$ cat src/rtl/btb_set_array_if.sv
// Lookup/update/write bundle for btb_set_array.
// master: BTB lookup/update control. slave: the set array.
interface btb_set_array_if #(
    parameter int unsigned NUM_SETS  = 8,
    parameter int unsigned SET_WIDTH = 128
);
    localparam int unsigned IDX_W = $clog2(NUM_SETS);

    logic                 flush_req;
    logic [IDX_W-1:0]     read_index;
    logic [SET_WIDTH-1:0] read_set;
    logic [IDX_W-1:0]     update_index;
    logic [SET_WIDTH-1:0] update_set;
    logic                 write_enable;
    logic [IDX_W-1:0]     write_index;
    logic [SET_WIDTH-1:0] write_set;
    logic                 ready;
    logic                 read_parity_err;

    modport master (
        output flush_req, read_index, update_index, write_enable, write_index, write_set,
        input  read_set, update_set, ready, read_parity_err
    );

    modport slave (
        input  flush_req, read_index, update_index, write_enable, write_index, write_set,
        output read_set, update_set, ready, read_parity_err
    );
endinterface

$ cat src/rtl/btb_set_array.sv
// Parametrised BTB set storage with a self-clearing walker.
// Lookup port bypasses same-cycle writes; update port reads the array only.
// Optional per-set even parity: define BTB_SET_ARRAY_PARITY_EN.
module btb_set_array #(
    parameter int unsigned NUM_SETS  = 8,
    parameter int unsigned SET_WIDTH = 128
) (
    input  logic              clk,
    input  logic              rst,
    btb_set_array_if.slave    bus
);
    localparam int unsigned IDX_W = $clog2(NUM_SETS);
    localparam logic [IDX_W-1:0] LAST_IDX = IDX_W'(NUM_SETS - 1);

    typedef enum logic {StClear, StReady} state_e;

    state_e               state_q, state_d;
    logic [IDX_W-1:0]     clr_ptr_q, clr_ptr_d;
    logic [SET_WIDTH-1:0] mem_q [NUM_SETS];
    logic                 bypass;
`ifdef BTB_SET_ARRAY_PARITY_EN
    logic                 mem_par_q [NUM_SETS];
`endif

    // State register and clear pointer; reset restarts the walk from set 0.
    always_ff @(posedge clk) begin
        if (rst) begin
            state_q   <= StClear;
            clr_ptr_q <= '0;
        end else begin
            state_q   <= state_d;
            clr_ptr_q <= clr_ptr_d;
        end
    end

    // Next state: walk every set once, then serve until a flush.
    always_comb begin
        state_d   = state_q;
        clr_ptr_d = clr_ptr_q;
        unique case (state_q)
            StClear: begin
                clr_ptr_d = clr_ptr_q + 1'b1;
                if (clr_ptr_q == LAST_IDX) begin
                    state_d = StReady;
                end
            end
            StReady: begin
                if (bus.flush_req) begin
                    state_d   = StClear;
                    clr_ptr_d = '0;
                end
            end
            default: begin
                state_d   = StClear;
                clr_ptr_d = '0;
            end
        endcase
    end

    // Array writes: the walker owns the array while clearing, user writes are dropped.
    always_ff @(posedge clk) begin
        if (!rst) begin
            if (state_q == StClear) begin
                mem_q[clr_ptr_q] <= '0;
`ifdef BTB_SET_ARRAY_PARITY_EN
                mem_par_q[clr_ptr_q] <= 1'b0;
`endif
            end else if (bus.write_enable) begin
                mem_q[bus.write_index] <= bus.write_set;
`ifdef BTB_SET_ARRAY_PARITY_EN
                mem_par_q[bus.write_index] <= ^bus.write_set;
`endif
            end
        end
    end

    assign bypass = bus.write_enable && (bus.read_index == bus.write_index);

    // Outputs: everything reads as zero until the clear has finished.
    always_comb begin
        bus.ready           = 1'b0;
        bus.read_set        = '0;
        bus.update_set      = '0;
        bus.read_parity_err = 1'b0;
        if (state_q == StReady) begin
            bus.ready      = 1'b1;
            bus.read_set   = bypass ? bus.write_set : mem_q[bus.read_index];
            bus.update_set = mem_q[bus.update_index];
`ifdef BTB_SET_ARRAY_PARITY_EN
            bus.read_parity_err = !bypass &&
                ((^mem_q[bus.read_index]) != mem_par_q[bus.read_index]);
`endif
        end
    end
endmodule

$ cat src/flat_wrapper.sv
// flat-port wrapper written by rule: the top's interface ports become plain ports
module btb_set_array_flat 
#(
    parameter int unsigned NUM_SETS  = 8,
    parameter int unsigned SET_WIDTH = 128
)
  (clk, rst, bus_flush_req, bus_read_index, bus_update_index, bus_write_enable, bus_write_index, bus_write_set, bus_read_set, bus_update_set, bus_ready, bus_read_parity_err);
  btb_set_array_if #(.NUM_SETS(NUM_SETS), .SET_WIDTH(SET_WIDTH)) bus_i ();
  input  logic clk;
  input  logic rst;
  input wire logic [$bits(bus_i.flush_req)-1:0] bus_flush_req;
  input wire logic [$bits(bus_i.read_index)-1:0] bus_read_index;
  input wire logic [$bits(bus_i.update_index)-1:0] bus_update_index;
  input wire logic [$bits(bus_i.write_enable)-1:0] bus_write_enable;
  input wire logic [$bits(bus_i.write_index)-1:0] bus_write_index;
  input wire logic [$bits(bus_i.write_set)-1:0] bus_write_set;
  output wire logic [$bits(bus_i.read_set)-1:0] bus_read_set;
  output wire logic [$bits(bus_i.update_set)-1:0] bus_update_set;
  output wire logic [$bits(bus_i.ready)-1:0] bus_ready;
  output wire logic [$bits(bus_i.read_parity_err)-1:0] bus_read_parity_err;
  assign bus_i.flush_req = bus_flush_req;
  assign bus_i.read_index = bus_read_index;
  assign bus_i.update_index = bus_update_index;
  assign bus_i.write_enable = bus_write_enable;
  assign bus_i.write_index = bus_write_index;
  assign bus_i.write_set = bus_write_set;
  assign bus_read_set = bus_i.read_set;
  assign bus_update_set = bus_i.update_set;
  assign bus_ready = bus_i.ready;
  assign bus_read_parity_err = bus_i.read_parity_err;
  btb_set_array #(.NUM_SETS(NUM_SETS), .SET_WIDTH(SET_WIDTH)) u_core (.clk(clk), .rst(rst), .bus(bus_i));
endmodule
$ cat config.mk
export PLATFORM = sky130hd
export DESIGN_NAME = btb_set_array_flat
export DESIGN_NICKNAME = d
export VERILOG_FILES = /design/src/rtl/btb_set_array_if.sv /design/src/rtl/btb_set_array.sv /design/src/flat_wrapper.sv
export SDC_FILE = /design/constraint.sdc
export NUM_CORES = 1
export LEC_CHECK = 0
export BUFFER_PORTS_ARGS = -buffer_cell sky130_fd_sc_hd__buf_2
export CAP_MARGIN = 20
export CORE_ASPECT_RATIO = 0.9
export CORE_MARGIN = 2
export CORE_UTILIZATION = 45
export CTS_CLUSTER_SIZE = 8
export DETAILED_ROUTE_END_ITERATION = 10
export GPL_TIMING_DRIVEN = 0
export SKIP_LAST_GASP = 1
export SYNTH_ARGS = -nofsm -noshare
export SYNTH_HDL_FRONTEND = slang
export SYNTH_SLANG_ARGS = --single-unit
$ cat constraint.sdc
create_clock -name clk -period 18.1 [get_ports clk]
set_clock_uncertainty 0.2 [all_clocks]
set_input_delay 3.62 -clock clk [delete_from_list [all_inputs] [get_ports clk]]
set_output_delay 3.62 -clock clk [all_outputs]
set_load 0.05 [all_outputs]
# After elaboration in Yosys (flattened, before gate mapping)
# Memory sizes are Yosys's and may differ from the RTL's.
# Index checks and enable logic that the tools add are counted.
dict set report op_classes {
  n_addsub 1
  mul 0
  div 0
  order_cmp 0
  eq_ne 3
  shift 0
  muxes 19
  bitwise_logic 1
  reduce_logical 2
}
# cell count
set op_table {}
lappend op_table {{2-to-1 mux 128 bit} 4}
lappend op_table {{OR reduction 128 bit} 1}
lappend op_table {{2-to-1 mux 1 bit} 11}
lappend op_table {{2-to-1 mux 3 bit} 2}
lappend op_table {{one-hot mux 3 bit (2 select lines)} 1}
lappend op_table {{adder 3 x 1 -> 3 bit (second input constant)} 1}
lappend op_table {{== test 3 bit} 1}
lappend op_table {{== test 3 bit (second input constant)} 1}
lappend op_table {{!= test 2 bit (second input constant)} 1}
lappend op_table {{one-hot mux 1 bit (2 select lines)} 1}
lappend op_table {{logical AND 1 bit} 1}
lappend op_table {{inverter 1 bit} 1}
dict set report word_totals {
  regBits 4
  latch_bits 0
  ram_bits 1024
  romBits 0
  input_bits 141
  output_inout_bits 258
  word_cells 29
  mem_count 1
}
# name words word_bits read_ports rd_ports_with_merged_regs write_ports line
set mem_list {}
lappend mem_list {u_core.mem_q 8 128 2 0 1 btb_set_array.sv:19} ;# logic [SET_WIDTH-1:0] mem_q [NUM_SETS];

# Depth between registers and ports, before layout
dict set report depth {
  ltp_word 6
  ltp_mapped 8
}

# Worst setup path after synthesis
# OpenSTA, ideal clock, no wires.
dict set report synth_timing {
  kind {in2reg}
  start {in bus_write_enable}
  end {mem u_core.mem_q[6][0] (enable)}
  setup_time_ns 0.617
  arrival_time_ns 9.505
  setup_slack_ns 7.779
  cell_stages 5
  path_cell_list {nand2_1 > nor2_1 > clkbuf_1 > a31oi_1 > nor2_1}
}
dict set report synth_via {
  elab_chain_cells 6
  elab_cells_between_ends 7
}
# item line
set synth_lines {}
lappend synth_lines {{start: declaration} flat_wrapper.sv:14} ;# input wire logic [$bits(bus_i.write_enable)-1:0] bus_write_enable;
lappend synth_lines {{2-to-1 mux 1 bit (*)} btb_set_array.sv:68} ;# end else if (bus.write_enable) begin
lappend synth_lines {{2-to-1 mux 1 bit (*)} btb_set_array.sv:63} ;# if (state_q == StClear) begin
lappend synth_lines {{2-to-1 mux 1 bit (*)} btb_set_array.sv:62} ;# if (!rst) begin
lappend synth_lines {{2-to-1 mux 1 bit (implied by the code) (*)} btb_set_array.sv:69} ;# mem_q[bus.write_index] <= bus.write_set;
lappend synth_lines {{OR reduction 128 bit (no line)} --}
lappend synth_lines {{2-to-1 mux 3 bit (no line) or 2-to-1 mux 1 bit (tied branches)} --}
lappend synth_lines {{end: declaration} btb_set_array.sv:19}
# Every way passes the cells marked *; elsewhere a longest branch is shown, timed or not.

# Final worst setup path
dict set report layout_timing {
  start {in bus_read_index[2]}
  end {out bus_read_set[95]}
}
dict set report layout_via {
  elab_chain_cells 4
  elab_cells_between_ends 5
}
# item line
set layout_lines {}
lappend layout_lines {{start: declaration} flat_wrapper.sv:12} ;# input wire logic [$bits(bus_i.read_index)-1:0] bus_read_index;
lappend layout_lines {{parallel branches: the longest is 2 deep, another holds memory (8 x 128 bit)} --}
lappend layout_lines {{2-to-1 mux 128 bit (*)} btb_set_array.sv:87} ;# bus.read_set = bypass ? bus.write_set : mem_q[bus.read_index];
lappend layout_lines {{2-to-1 mux 128 bit (*)} btb_set_array.sv:85} ;# if (state_q == StReady) begin
lappend layout_lines {{end: declaration} flat_wrapper.sv:17} ;# output wire logic [$bits(bus_i.read_set)-1:0] bus_read_set;
# Every way passes the cells marked *.

==> qor.yml <==
clocking:
  clk-insertion-delay-late_ns: 0.74
  cts_hold_buf: 0
  clk_pin_slew_ns: 0.05
  root_buffer: "clkbuf_16"
  cts_resized: 0
  cts.path.max_buffers: 3
  post-cts-setup-buffers: 0
  h-tree-depth: 4
  cts-buffers-inserted: 146
  clock_sinks: 1028
  cts_tree: "yes"
timing:
  fin_crit_sh_pct: 55.9
  slew_violations: 0
  rsz0062_at_grt: "false"
  period_needed_ns: 10.12
  finalHoldViolCount: 0
  tns_ns: 0
  slew_headroom_pct: 23.1
  fmax_mhz: 98.8
  tightest_slew_ns: 1.15
  worst_slack_ns: 7.98
  setup_viol: 0
logic_synthesis:
  synthesis.nets: 2995
  synth-seq-area-share_pct: 62.3
  yosysMostFrequentCell: "edfxtp_1"
  yosysTopAreaCellShare_pct: 62.2
  syn_area_per_cell_sq_um: 17.3
  syn-instance-count: 2852
  synth_area_sq_um: 49500
  synth_edf_count: 1024
  ys_warn_count: 0
  synthDistinctLibCells: 31
  synth_top_cells_by_area: "edfxtp_1 62%, mux4_2 18%, mux2i_1 7.8%"
  synth_seq_cells: 1028
  synthTopCellsByCount: "1024 x edfxtp_1, 385 x mux4_2, 384 x mux2i_1"
  ys.flop_type: "edfxtp_1"
  synth_top_area_cell: "edfxtp_1"
  async_flop_share_pct: 0
critical_path:
  slowest_stage: "clkbuf_1"
  cpPeakStageDelay_ns: 0.87
  end_kind: "output port"
  path_cells: "buf_2 > xnor2_1 > nand4_1 > clkbuf_1 > clkbuf_1 > a21oi_1 > buf_2"
  cp.required_ns: 14.28
  cp_max_fo: 10
  startpoint_type: "input port"
  arrival_ns: 6.30
  worst-setup-path-type: "in -> out"
die:
  core_area_sq_um: 109000
  initial_core_util_pct: 45.3
  die_area_sq_um: 113000
  dieHeight_um: 319
  ios: 399
  rows: 115
  die_w_um: 353
placement:
  place_area_sq_um: 54500
  place_hpwl_um: 105000
  port_buffers: 392
  gp_congestion: 0.838
  dpl_worst_slack_ns: 8.10
cells_and_area:
  nets: 3592
  final_area_sq_um: 58500
  drive_above_1_share_pct: 32.8
  synthToLayoutAreaGrowth_pct: 18.3
grt:
  antenna_found_initial: 18
  grt_start_max_net_pins: 24
  first_global_vias: 33250
  grt_busiest_layer: "met2"
  grt_overflow_total: 0
  met3_usage_pct: 7.55
  grt_util_all_layers_pct: 28.2
  grtUsageMet2_pct: 46.4
  met1_usage_pct: 35.8
  grt_pass1_wl_um: 229000
power:
  ir_drop_v: 0.0000868
  p_clk_share_pct: 43.3
  p_comb_share_pct: 8.7
  seq_power_share_pct: 48.0
  p_int_w: 0.00435
  p_per_area_nw_per_um2: 96.5
  sw_frac_of_total_pct: 23.0
  power_leakage_nw: 19.6
  p_switching_w: 0.00130
routing:
  vias_per_cell: 6.36
  routedWlPerCell_um: 32.6
  drt_iter0_markers: 3532
  dr_total_vias: 31382
  drcViolationCount: 0
  drtAntennaViolNets: 0
  drt-pass1-iter-count: 5
  wl_um: 161000
flow_run:
  cap_violations: 0
min_path:
  min_path_type: "reg -> reg"
outcome:
  status: "complete, no violations"
==> per-layer routing <==
layer	vias up	share of wire [%]
met2	1713	49
met5	-	0.065
met1	16426	38
met4	16	3.3
li1	12894	-
met3	333	9.3
==> worst max-delay path: cells and delay by family <==
family | cells | cell delay (ns)
buffers and inverters | 4 | 2.04
AO/OA/AOI/OAI | 1 | 0.34
AND/OR/NAND/NOR | 1 | 0.15
XOR/XNOR | 1 | 0.14
==> final timing paths <==
kind / endpoint / cells after the start / startpoint / slack [ns]
worst min register to register: u_core.clr_ptr_q[2]$_SDFFE_PP0P_ / 2 / u_core.clr_ptr_q[2]$_SDFFE_PP0P_ / 0.38
worst min-delay path: u_core.clr_ptr_q[2]$_SDFFE_PP0P_ / 2 / u_core.clr_ptr_q[2]$_SDFFE_PP0P_ / 0.38
worst max register to register: u_core.mem_q[2][59]$_DFFE_PP_ / 8 / u_core.state_q$_SDFF_PP0_ / 14.35
worst max-delay path: bus_read_set[95] / 7 / bus_read_index[2] / 7.98
==> state kept, by name, indices dropped and copies added (netlist names) <==
register and count:
u_core.mem_q 1024, u_core.state_q 1, u_core.clr_ptr_q 3
==> logic make-up after synthesis <==
logic type	Yosys count	share of synthesized area [%]
and+or+nand+nor	284	3.55
AOI/OAI and AO/OA	519	5.59
buffers and inverters	246	3.13
xor gates and xnor gates	3	0.0531
muxes	769	25.3
other	1	0.00758
DFF	1028	62.3
adders and majority gates	2	0.0506
==> placed cells by master, fill, tap and decap left out, types with 6 or more instances in the layout <==
master     netlist  final
a21oi_1        258    258
and2_1         128    128
buf_1           18     18
buf_12           0     42
buf_16           0     13
buf_2           60    452
buf_6           69     69
clkbuf_1        93     98
clkbuf_16        0    151
diode_2          0      6
edfxtp_1      1024   1024
inv_6            0      6
mux2i_1        384    384
mux4_2         385    385
nand2b_1         7      7
nor2_4           0      8
nor2b_1        129    129
o21ai_0        128    128
o22ai_1        128    128
==> power groups by stage <==
stage | Sequential [W] | Clock, W | Combinational (W)
after floorplan | 0.00275 | 0 | 0.000300
after global placement | 0.00278 | 0 | 0.000458
after detailed placement | 0.00275 | 0 | 0.000491
after CTS | 0.00271 | 0.00247 | 0.000492
after global routing | 0.00271 | 0.00257 | 0.000513
final | 0.00271 | 0.00244 | 0.000492
==> per-stage QoR <==
stage,hold WS (ns),total power [W],std cells,utilization [%]
2_1_floorplan,0.295,0.00305,2852,-
3_3_place_gp,0.323,0.00324,4706,48.8
3_5_place_dp,0.354,0.00324,4763,49.9
4_1_cts,0.362,0.00567,4932,53.6
5_1_grt,0.413,0.00580,4938,53.6
6_report,0.382,0.00564,4938,53.6
==> cell type report <==
cell class / count / area, sq um
tap: 1462 / 1830
multi-input combinational: 1578 / 17200
sequential: 1028 / 30800
clock buffer: 159 / 3810
clock inverter: 10 / 125
buffer: 244 / 1540
fill: 8641 / 50700
antenna: 6 / 15.0
timing repair buffer: 449 / 3190
inverter: 2 / 7.51
No activity file was read; power rests on OpenSTA's default activity.
